[src/rtl/reg_seq_pkg.sv]
// Shared definitions for the register-file sequencer.
// Op codes, FSM state codes and register-file geometry.
package reg_seq_pkg;

  localparam int NUM_REGS = 8;
  localparam int ADDR_W   = 3;

  localparam logic [1:0] OP_ADD = 2'b00;
  localparam logic [1:0] OP_SUB = 2'b01;
  localparam logic [1:0] OP_AND = 2'b10;
  localparam logic [1:0] OP_LDI = 2'b11;

  localparam logic [2:0] S_IDLE = 3'd0;
  localparam logic [2:0] S_RD1  = 3'd1;
  localparam logic [2:0] S_RD2  = 3'd2;
  localparam logic [2:0] S_EXEC = 3'd3;
  localparam logic [2:0] S_WB   = 3'd4;

endpackage

[src/rtl/seq_alu.sv]
// Combinational ALU for the sequencer.
// Modulo-2^Width add, subtract and bitwise AND.
module seq_alu
  import reg_seq_pkg::*;
#(
  parameter int Width = 16
) (
  input  logic [1:0]       op,
  input  logic [Width-1:0] a,
  input  logic [Width-1:0] b,
  output logic [Width-1:0] y
);

  always_comb begin
    y = '0;
    unique case (1'b1)
      (op == OP_ADD): y = a + b;
      (op == OP_SUB): y = a - b;
      (op == OP_AND): y = a & b;
      default:        y = '0;
    endcase
  end

endmodule

[src/rtl/reg_file_sequencer.sv]
// Register-file sequencer: two reads through one
// registered port, ALU, then a single writeback.
module reg_file_sequencer
  import reg_seq_pkg::*;
#(
  parameter int Width = 16
) (
  input  logic              clk,
  input  logic              rst,
  input  logic              instr_valid,
  output logic              instr_ready,
  input  logic [1:0]        op,
  input  logic [ADDR_W-1:0] rd,
  input  logic [ADDR_W-1:0] rs1,
  input  logic [ADDR_W-1:0] rs2,
  input  logic [Width-1:0]  imm,
  output logic              read_enable,
  output logic [ADDR_W-1:0] read_addr,
  input  logic [Width-1:0]  read_data_external,
  output logic              write_enable,
  output logic [ADDR_W-1:0] write_addr,
  output logic [Width-1:0]  write_data,
  output logic              done,
  output logic [Width-1:0]  result
);

  logic [2:0]        state;
  logic [1:0]        op_q;
  logic [ADDR_W-1:0] rd_q;
  logic [ADDR_W-1:0] rs2_q;
  logic [Width-1:0]  opa;
  logic [Width-1:0]  alu_y;

  // opB is taken straight off the read port in EXEC
  seq_alu #(.Width(Width)) u_alu (
    .op (op_q),
    .a  (opa),
    .b  (read_data_external),
    .y  (alu_y)
  );

  always_ff @(posedge clk) begin
    if (rst) begin
      state        <= S_IDLE;
      instr_ready  <= 1'b0;
      op_q         <= OP_ADD;
      rd_q         <= '0;
      rs2_q        <= '0;
      opa          <= '0;
      read_enable  <= 1'b0;
      read_addr    <= '0;
      write_enable <= 1'b0;
      write_addr   <= '0;
      write_data   <= '0;
      done         <= 1'b0;
      result       <= '0;
    end else begin
      unique case (state)
        S_IDLE: begin
          instr_ready <= 1'b1;
          if (instr_valid && instr_ready) begin
            instr_ready <= 1'b0;
            op_q        <= op;
            rd_q        <= rd;
            rs2_q       <= rs2;
            if (op == OP_LDI) begin
              write_data   <= imm;
              result       <= imm;
              write_addr   <= rd;
              write_enable <= 1'b1;
              done         <= 1'b1;
              state        <= S_WB;
            end else begin
              read_enable <= 1'b1;
              read_addr   <= rs1;
              state       <= S_RD1;
            end
          end
        end
        S_RD1: begin
          read_addr <= rs2_q;
          state     <= S_RD2;
        end
        S_RD2: begin
          opa         <= read_data_external;
          read_enable <= 1'b0;
          state       <= S_EXEC;
        end
        S_EXEC: begin
          write_data   <= alu_y;
          result       <= alu_y;
          write_addr   <= rd_q;
          write_enable <= 1'b1;
          done         <= 1'b1;
          state        <= S_WB;
        end
        S_WB: begin
          write_enable <= 1'b0;
          done         <= 1'b0;
          instr_ready  <= 1'b1;
          state        <= S_IDLE;
        end
        default: state <= S_IDLE;
      endcase
    end
  end

endmodule

[config.mk]
export PLATFORM = sky130hd
export DESIGN_NAME = reg_file_sequencer
export DESIGN_NICKNAME = d
export VERILOG_FILES = /design/src/rtl/reg_seq_pkg.sv /design/src/rtl/seq_alu.sv /design/src/rtl/reg_file_sequencer.sv
export SDC_FILE = /design/constraint.sdc
export NUM_CORES = 1
export LEC_CHECK = 0
export ABC_CLOCK_PERIOD_IN_PS = 4500
export CORE_MARGIN = 2
export CORE_UTILIZATION = 51
export CTS_CLUSTER_DIAMETER = 120
export DETAILED_ROUTE_END_ITERATION = 8
export GPL_TIMING_DRIVEN = 0
export PLACE_DENSITY_LB_ADDON = 0.1
export SLEW_MARGIN = 20
export SYNTH_ARGS = -nofsm -noshare
export SYNTH_HDL_FRONTEND = slang
export SYNTH_SLANG_ARGS = --single-unit
export TNS_END_PERCENT = 5
[constraint.sdc]
create_clock -name clk -period 4.5 [get_ports clk]
set_clock_uncertainty 0.15 [all_clocks]
set_input_delay 0.675 -clock clk [delete_from_list [all_inputs] [get_ports clk]]
set_output_delay 0.675 -clock clk [all_outputs]
set_load 0.02 [all_outputs]
==> metrics.md, run 1 <==
| Metric | Value |
|---|---|
| Fin. Hold Viols | 0 |
| Crit end category | register |
| Iteration-0 DRC Markers | 265 |
| Cts bufs inserted | 5 |
| Clk Latency, worst-skew pair | 330 ps |
| Hold_ws | 335 ps |
| Ys async rst share | 0% |
| Fmax | 252 MHz |
| Post-Layout Cell Count | 672 |
| Via-to-Cell Ratio | 5.83 |
| M1 WL | 4710 um |
| WP buf/inv | 2 |
| Gate Count Post-Synth | 480 |
| Pwr dens | 377 nW/um^2 |
| # hold bufs at CTS | 0 |
| Starting Density | 52.0% |
| TritonCTS clock tree | built |
| ANT cells | 0 |
| Worst-margin pin slew | 634 ps |
| Critical Path Most Common Cell | a21oi_1 |
| Min Tclk post-route | 3960 ps |
| Setup crit start | read_data_external[0] |
| Maximum vdd ir drop | 0.000214 V |
| Die X-Extent | 89.3 um |
| Post-synth EDFFs | 0 |
| Wire length on met3 | 717 um |
| Slowest cell on the critical path | clkdlybuf4s50_1 |
| Vias in the first global route | 3589 |
| Worst-path maximum fanout | 7 |
| Largest net degree at the start of global routing | 19 |
| Post-DP HPWL | 8550 um |
| Pleak | 0.00176 uW |
| Mapped Area | 3710 sq um |
| Syn Nets | 544 |
| Initial antenna violation count | 0 |
| Yosys Warn Count | 0 |
| Die area | 7980 sq um |
| GPL Wtd Cong | 0.925 |
| First-pass GRT wire length | 17100 um |
| Residual DRC | 0 |
| Worst R2R Setup Slack | 780 ps |
| RSZ-0062 raised after global routing | false |
| GRT Total Usage | 27.8% |
| Worst Hold Path Cells | 2 |
| DR WL met2 | 5240 um |
| CTS root buf | clkbuf_8 |
| Final period util | 88.0% |
| Slew Limit Fails | 0 |
| CTS Sinks | 52 |
| Worst setup path end | result[11] |
| Routed wire length | 11000 um |
| Number of H-tree levels | 2 |
| CTS clk-pin slew, worst paths | 100 ps |
| Slowest Stage Delay on Critical Path | 630 ps |
| # rows | 31 |
| CTS resizes | 0 |
| Via count | 3921 |
| Die H | 89.3 um |
| WP depth | 12 |
| Yosys top cell area share | 28.0% |
| Final number of setup-violating endpoints | 0 |
| Tightest Hold Check Type | register to register |
| Top cells by count, synth | nand2_1, dfxtp_1, nor2_1 |
| Final net count | 636 |
| IO Pins | 88 |
| Sequential area share after synthesis | 28.0% |
| Core Region | 7140 sq um |
| Synth Area per Inst | 7.73 sq um |
| Top cell type by total area after synthesis | dfxtp_1 |
| Reg2reg start | op_q[1] |
| Setup TNS | 0 ps |
| CP Launch Type | primary input |
| Final ANT Viol Nets | 0 |
| Top FF cell, synth | dfxtp_1 |
| First-pass DRT Iterations | 5 |
| Max transition margin | 57.6% |
| Crit path DAT | 4070 ps |
| Routed length per instance | 16.3 um |
| Critical-path cell list | clkdlybuf4s50_1 -> inv_1 -> ha_1 -> nor2_1 -> xnor2_1 -> ha_1 -> a21oi_1 -> a21oi_1 -> o21ai_0 -> mux2_2 -> or4_1 -> a21oi_1 |
| Worst r2r dst | result[11] |
| Final global-route overflow total | 0 |
| Share of cells above drive strength 1 | 9.42% |
| Setup CP Type | primary input to register |
| Top post-synthesis cells by area | dfxtp_1, nand2_1, a21oi_1 |
| Worst r2r path cells | 11 |
| Status | finished clean |
| Total power | 1800 uW |
| #FFs+latches synth | 52 |
| Synthesis-to-finish area growth | 28.8% |
| Count leader, synth | nand2_1 |
| Top Metal Used | met4 |
| WP data required | 4610 ps |
| Setup Buffers After CTS | 0 |
| # Max-Cap Violations | 0 |
| CTS Buffer Depth | 2 |
| Critical path's top delay family | compound AO/OA/AOI/OAI gates |
| Placed cells | 664 |
| Port Buffers | 85 |
| Yosys cell types | 63 |
==> per-layer routing <==
metal / GRT usage (%) / vias up
met5: 0 / -
met4: 9.77 / 0
met3: 4.52 / 20
met2: 45.6 / 157
met1: 37.1 / 1855
li1: - / 1889
==> where the power goes <==
| part | total, uW | internal [uW] | leakage (uW) | switching (uW) |
|---|---|---|---|---|
| logic | 909 | 407 | 0.00129 | 502 |
| clock network | 293 | 114 | 0.0000452 | 179 |
| registers | 600 | 537 | 0.000423 | 62.6 |
==> worst min path at each step <==
stage / from / to / slack, ps
2_1_floorplan: opa[0] / opa[0] / 300
3_5_place_dp: result[3] / result[3] / 320
3_3_place_gp: opa[0] / opa[0] / 310
6_report: opa[0] / opa[0] / 340
4_1_cts: opa[0] / opa[0] / 330
5_1_grt: opa[0] / opa[0] / 360
==> placed cells by master (no fill, tap or decap), drive strengths merged, types with 13 or more instances in the layout <==
master / netlist / layout
ha: 17 / 17
dfxtp: 52 / 52
inv: 12 / 14
mux2i: 15 / 15
a21oi: 45 / 45
buf: 30 / 30
nand2: 67 / 67
clkbuf: 16 / 21
o21ai: 21 / 21
nor2: 53 / 53
clkdlybuf4s50: 0 / 85
a31oi: 13 / 13
==> per-stage QoR <==
stage,cell area (sq um),utilization [%],setup slack [ps]
global route,4780,67.0,335
floorplan,3710,-,1100
global placement,4690,65.7,316
detailed placement,4690,65.7,277
finish,4780,67.0,538
CTS,4780,67.0,597
==> final cells by class <==
type,count,area (sq um)
Inverter,12,45.0
Multi-Input combinational cell,370,2360
Clock buffer,5,68.8
Timing Repair Buffer,85,851
Clock inverter,3,25.0
Tap cell,99,124
Buffer,46,268
Fill cell,639,2360
Sequential cell,52,1040
==> kinds of logic (layout without fill, tap and decap cells) <==
logic type               Yosys count  in the layout  share of synthesized area, %
buffers and inverters             58            151                          8.43
flip-flops                        52             52                          28.0
AND/OR/NAND/NOR                  184            184                          24.2
XOR/XNOR                          19             19                          4.48
adder cells (fa/ha/maj)           18             18                          6.27
AO/OA/AOI/OAI                    132            132                          23.9
multiplexers                      17             17                          4.65
==> state kept, by name (all words and copies together) (netlist names) <==
name and count:
rs2_q 3, op_q 2, state 3, rd_q 3, opa 16, result 16
read_addr 3, read_enable 1, instr_ready 1, write_addr 3, done 1
==> worst register-to-register path, stage by stage, from the launching register on <==
cell	delay, ps
dfxtp_1	570
nand2b_1	160
clkbuf_1	360
o31ai_1	170
xor2_1	170
ha_1	330
nand2_1	120
a21oi_1	70
o21ai_0	480
mux2_2	390
or4_1	560
a21oi_1	140
Note: power is estimated with default switching activity, not from simulation.
==> run 2: changes to the inputs <==
- CORE_UTILIZATION: 51 -> 52
- CTS_BUF_LIST: unset -> sky130_fd_sc_hd__clkbuf_2 sky130_fd_sc_hd__clkbuf_4 sky130_fd_sc_hd__clkbuf_8
==> run 2 against run 1 <==
Net effect:
- total power up 0.43%
- sequential power hardly changed
- die area down 1.8%
- count of clock-buffer cells in the layout is the same
- flip-flop and latch count unchanged
- utilization is 2.5 points higher
- fmax down 2.3%
- wire length rose by 5.6%
- setup slack worse by 93 ps
- largest power group unchanged
- non-clock buffer count unchanged
- first-iteration DRC count up 6.8%
- critical path type unchanged
==> metrics.md, run 2 (synthesis gave the netlist of run 1 again) <==
| Metric | Value |
|---|---|
| Via count | 3935 (+0.36%) |
| Die X-Extent | 88.5 um (-0.92%) |
| Fmax | 247 MHz (-2.3%) |
| Cell Int Power | 1060 uW (-0.12%) |
| Psw | 753 uW (+1.2%) |
| Worst-margin pin slew | 667 ps (+33.0 ps) |
| CTS clk-pin slew, worst paths | 110 ps (about the same) |
| Setup Buffers After CTS | 0 (unchanged) |
| Setup CP Type | primary input to register |
| CP Launch Type | primary input |
| Most frequent cells in the layout | clkdlybuf4s50_1, nand2_1, nor2_1, dfxtp_1, a21oi_1 |
| Tightest Hold Check Type | register to register |
| Starting Density | 54.0% (+2.0 points) |
| Wire length on met3 | 777 um (+8.4%) |
| RSZ-0062 raised after global routing | false |
| Switching Share | 41.6% (+0.32 points) |
| Regs by FF count | opa: 16 flops, result: 16 flops |
| Cts bufs inserted | 5 (unchanged) |
| Final worst setup slack | 445 ps (-93.3 ps) |
| Port Buffers | 85 (unchanged) |
| Final net count | 636 (unchanged) |
| Sequential share of power | 33.0% (-0.3 points) |
| Clk Latency, worst-skew pair | 320 ps (about the same) |
| CTS resizes | 0 (unchanged) |
| Final period util | 90.1% (+2.1 points) |
| Die H | 88.5 um (-0.92%) |
| Final ANT Viol Nets | 0 (unchanged) |
| IO Pins | 88 (unchanged) |
| First-pass GRT wire length | 17600 um (+2.7%) |
| CTS Sinks | 52 (unchanged) |
| Worst-path maximum fanout | 7 (unchanged) |
| Largest net degree at the start of global routing | 18 (-1) |
| Combinational cell fraction of total power | 51.0% (+0.5 points) |
| Maximum vdd ir drop | 0.000168 V (-22%) |
| Setup TNS | 0 ps (unchanged) |
| Residual DRC | 0 (unchanged) |
| Top Metal Used | met4 |
| Number of H-tree levels | 2 (unchanged) |
| ANT cells | 0 (unchanged) |
| Post-DP HPWL | 8890 um (+3.9%) |
| TritonCTS clock tree | built |
| First-pass DRT Iterations | 5 (unchanged) |
| Pwr dens | 379 nW/um^2 (+0.56%) |
| Synthesis-to-finish area growth | 28.6% |
| Min Tclk post-route | 4060 ps (+93.3 ps) |
| Final number of setup-violating endpoints | 0 (unchanged) |
| CTS root buf | clkbuf_8 |
| Core Region | 6870 sq um (-3.8%) |
| Multi-input gate area | 2360 sq um (unchanged) |
| Pleak | 0.00176 uW (+0.19%) |
| Routed wire length | 11600 um (+5.6%) |
| # rows | 30 (-3.2%) |
| # hold bufs at CTS | 0 (unchanged) |
| Crit path DAT | 4160 ps (+90 ps) |
| # Max-Cap Violations | 0 (unchanged) |
| Routed length per instance | 17.3 um (+6.1%) |
| Vias in the first global route | 3533 (-1.6%) |
| CTS Buffer Depth | 2 (unchanged) |
| GRT Total Usage | 29.6% (+1.8 points) |
| Crit end category | register |
| Fin. Hold Viols | 0 (unchanged) |
| M1 WL | 4810 um (+2.0%) |
| Slew Limit Fails | 0 (unchanged) |
| Initial antenna violation count | 0 (unchanged) |
| FF/Latch Area | 1040 sq um (unchanged) |
| Filler instances | 608 (-4.9%) |
| DR WL met2 | 5620 um (+7.2%) |
| Iteration-0 DRC Markers | 283 (+6.8%) |
| Via-to-Cell Ratio | 5.88 (+0.81%) |
| WP data required | 4600 ps (about the same) |
| Clock power frac | 16.0% (-0.2 points) |
| Pre-CTS WS | 195 ps (-82.0 ps) |
| GPL Wtd Cong | 0.933 (+0.89%) |
| Share of cells above drive strength 1 | 9.42% (unchanged) |
| Final global-route overflow total | 0 (unchanged) |
| Most common cell after layout, fill and taps aside | clkdlybuf4s50_1 |
| Max transition margin | 55.5% (-2.1 points) |
| Status | finished clean |
| Die area | 7830 sq um (-1.8%) |
## run 2: worst paths after layout
path                              start  cells after the start    endpoint  slack (ps)
hold / removal                result[2]                      2   result[2]         330
hold reg to reg               result[2]                      2   result[2]         330
setup reg to reg                op_q[1]                     11  result[11]         640
setup / recovery  read_data_external[0]                     12  result[11]         440
## run 2: cell type report
type / instances / share of cell area (%)
multi-input combinational: 370 / 49.4
tap: 96 / 2.52
sequential: 52 / 21.8
clock buffer: 5 / 1.44
buffer: 46 / 5.61
timing repair buffer: 85 / 17.8
clock inverter: 3 / 0.472
inverter: 12 / 0.943
## run 2: critical path, cell delays in order
cell and delay (ps):
clkdlybuf4s50_1 600, inv_1 80, ha_1 270, nor2_1 140, xnor2_1 130, ha_1 280
a21oi_1 210, a21oi_1 150, o21ai_0 500, mux2_2 400, or4_1 550, a21oi_1 170
## run 2: power by group through the flow
stage / clock network [uW] / registers, uW / logic [uW]
after floorplan: 0 / 646 / 548
after global placement: 0 / 603 / 887
after detailed placement: 0 / 607 / 910
after CTS: 290 / 597 / 914
after global routing: 315 / 606 / 1000
final: 289 / 598 / 922
## run 2: layer usage
layer  GRT usage, %  vias to the layer above
met1           37.3                     1844
met4           11.8                        0
met3           4.76                       36
met5              0                        -
met2           50.5                      171
li1               -                     1884
## run 2: through the flow
step / util (%) / power, uW / instance area (sq um) / hold WS (ps) / instances
global route: 69.5 / 1920 / 4770 / 347 / 669
CTS: 69.5 / 1800 / 4770 / 330 / 669
floorplan: - / 1190 / 3710 / 303 / 480
detailed placement: 68.2 / 1520 / 4680 / 314 / 661
global placement: 68.2 / 1490 / 4680 / 309 / 661
finish: 69.5 / 1810 / 4770 / 328 / 669
==> run 3: changes to the inputs <==
- CAP_MARGIN: unset -> 20
- CELL_PAD_IN_SITES_DETAIL_PLACEMENT: unset -> 1
- CELL_PAD_IN_SITES_GLOBAL_PLACEMENT: unset -> 1
- CORE_UTILIZATION: 52 -> 38
- RECOVER_POWER: unset -> 100
==> run 3 against run 2 <==
Net effect:
- clock power up 9.0%
- critical path depth is the same
- final cell count up 5.5%
- critical path type unchanged
- largest power group unchanged
- highest routed layer unchanged
==> metrics.md, run 3 (synthesis gave the netlist of run 1 again) <==
| Metric | Value |
|---|---|
| CTS root buf | clkbuf_8 |
| Initial antenna violation count | 0 (unchanged) |
| First-pass GRT wire length | 20300 um (+16%) |
| Final number of setup-violating endpoints | 0 (unchanged) |
| Worst-path maximum fanout | 7 (unchanged) |
| Core Region | 9640 sq um (+40%) |
| Residual DRC | 0 (unchanged) |
| Post-Layout Cell Count | 706 (+5.5%) |
| Die area | 10600 sq um (+35%) |
| Reg2reg start | op_q[1] |
| CTS resizes | 0 (unchanged) |
| ANT cells | 0 (unchanged) |
| Max transition margin | 46.5% (-9.0 points) |
| Port Buffers | 85 (unchanged) |
| Synthesis-to-finish area growth | 29.5% |
| Fin. Hold Viols | 0 (unchanged) |
| Sequential share of power | 33.0% (about the same) |
| Status | finished clean |
| Slew Limit Fails | 0 (unchanged) |
| Iteration-0 DRC Markers | 113 (-60%) |
| RSZ-0062 raised after global routing | false |
| Final net count | 636 (unchanged) |
| Placed cells | 698 (+5.6%) |
| CP Launch Type | primary input |
| Final global-route overflow total | 0 (unchanged) |
| IO Pins | 88 (unchanged) |
| CTS clk-pin slew, worst paths | 120 ps (about the same) |
| Setup CP Type | primary input to register |
| # hold bufs at CTS | 0 (unchanged) |
| # Max-Cap Violations | 0 (unchanged) |
| Vias in the first global route | 3934 (+11%) |
| Final ANT Viol Nets | 0 (unchanged) |
| Routed length per instance | 18.0 um (+4.2%) |
| Maximum vdd ir drop | 0.000167 V (-0.54%) |
| Worst Hold Path Cells | 2 (unchanged) |
| Most common cell after layout, fill and taps aside | nand2_1 |
| Source of the worst hold timing path | result[3] |
| Psw | 780 uW (+3.7%) |
| Fmax | 244 MHz (-1.0%) |
| Regs by FF count | opa: 16 flops, result: 16 flops |
| CTS Buffer Depth | 2 (unchanged) |
| Most frequent cells in the layout | nand2_1, nor2_1, dfxtp_1 |
| Tightest Hold Check Type | register to register |
| Largest net degree at the start of global routing | 20 (+2) |
| Die X-Extent | 103 um (+16%) |
| GRT Total Usage | 25.0% (-4.6 points) |
| Worst-margin pin slew | 796 ps (+129 ps) |
| Hold Crit Endpoint | result[3] |
| Cts bufs inserted | 5 (unchanged) |
| Worst r2r path cells | 11 (unchanged) |
| Final period util | 91.0% (+0.92 points) |
| Pleak | 0.00189 uW (+7.0%) |
| CTS Sinks | 52 (unchanged) |
| First-pass DRT Iterations | 4 (-1) |
| Crit path DAT | 4210 ps (+50 ps) |
| Min Tclk post-route | 4100 ps (+41.4 ps) |
| Worst r2r dst | result[11] |
| Number of H-tree levels | 2 (unchanged) |
| Die H | 103 um (+16%) |
| Cell Int Power | 1030 uW (-2.1%) |
| Clock power frac | 17.4% (+1.4 points) |
| Post-DP HPWL | 9980 um (+12%) |
| Switching Share | 43.0% (+1.4 points) |
| Setup TNS | 0 ps (unchanged) |
| Hold_ws | 337 ps (+9.17 ps) |
| Routed wire length | 12700 um (+10%) |
| Share of cells above drive strength 1 | 8.20% (-1.2 points) |
| Clk Latency, worst-skew pair | 330 ps (about the same) |
| Pwr dens | 377 nW/um^2 (-0.41%) |
| Via-to-Cell Ratio | 5.49 (-6.7%) |
| # rows | 36 (+20%) |
| GPL Wtd Cong | 0.903 (-3.2%) |
| WP data required | 4610 ps (about the same) |
| Combinational cell fraction of total power | 49.6% (-1.4 points) |
| Starting Density | 38.5% (-16 points) |
| Worst R2R Setup Slack | 670 ps (+30 ps) |
| TritonCTS clock tree | built |
| Setup Buffers After CTS | 0 (unchanged) |
| Via count | 3875 (-1.5%) |
| Crit end category | register |
run 3: worst max-delay path, stage by stage:
cell and delay, ps:
dlygate4sd3_1 710, inv_1 80, ha_1 270, nor2_1 160, xnor2_1 140, ha_1 280
a21oi_1 190, a21oi_1 120, o21ai_0 480, mux2_2 390, or4_1 560, a21oi_1 150
run 3: final cells by class:
type	instances	area (sq um)
Fill cell	1252	4830
Multi-Input combinational cell	370	2340
Sequential cell	52	1040
Timing Repair Buffer	85	851
Buffer	46	265
Tap cell	133	166
Clock buffer	5	68.8
Inverter	12	45.0
Clock inverter	3	28.8
run 3: metal layers:
layer	share of wire, %	routed length [um]	track usage, %
met4	2.8	361	8.91
met3	2.8	361	3.46
met5	0	0	0
met1	46	5860	32.4
met2	48	6160	42.7
run 3: worst max-delay path by stage:
| stage | slack (ps) | endpoint | start | depth (start not counted) |
|---|---|---|---|---|
| final | 400 | result[11] | read_data_external[0] | 12 |
| after CTS | 530 | result[11] | read_data_external[0] | 12 |
| after floorplan | 1100 | result[11] | read_data_external[2] | 12 |
| after detailed placement | 190 | result[11] | read_data_external[0] | 12 |
| after global placement | 250 | result[11] | read_data_external[0] | 12 |
| after global routing | 190 | result[11] | read_data_external[0] | 12 |
run 3: power groups by stage:
stage / Clock [uW] / Sequential, uW / Combinational (uW)
6_report: 315 / 599 / 900
3_3_place_gp: 0 / 608 / 909
4_1_cts: 320 / 602 / 934
3_5_place_dp: 0 / 613 / 928
5_1_grt: 334 / 610 / 997
2_1_floorplan: 0 / 646 / 548
run 3: per-stage QoR:
stage	total power [uW]	util [%]	setup slack [ps]	instance area [sq um]
floorplan	1190	-	1100	3710
global placement	1520	49.1	254	4730
detailed placement	1540	49.1	193	4730
CTS	1860	50.1	530	4830
global route	1940	49.9	191	4810
finish	1810	49.9	403	4810
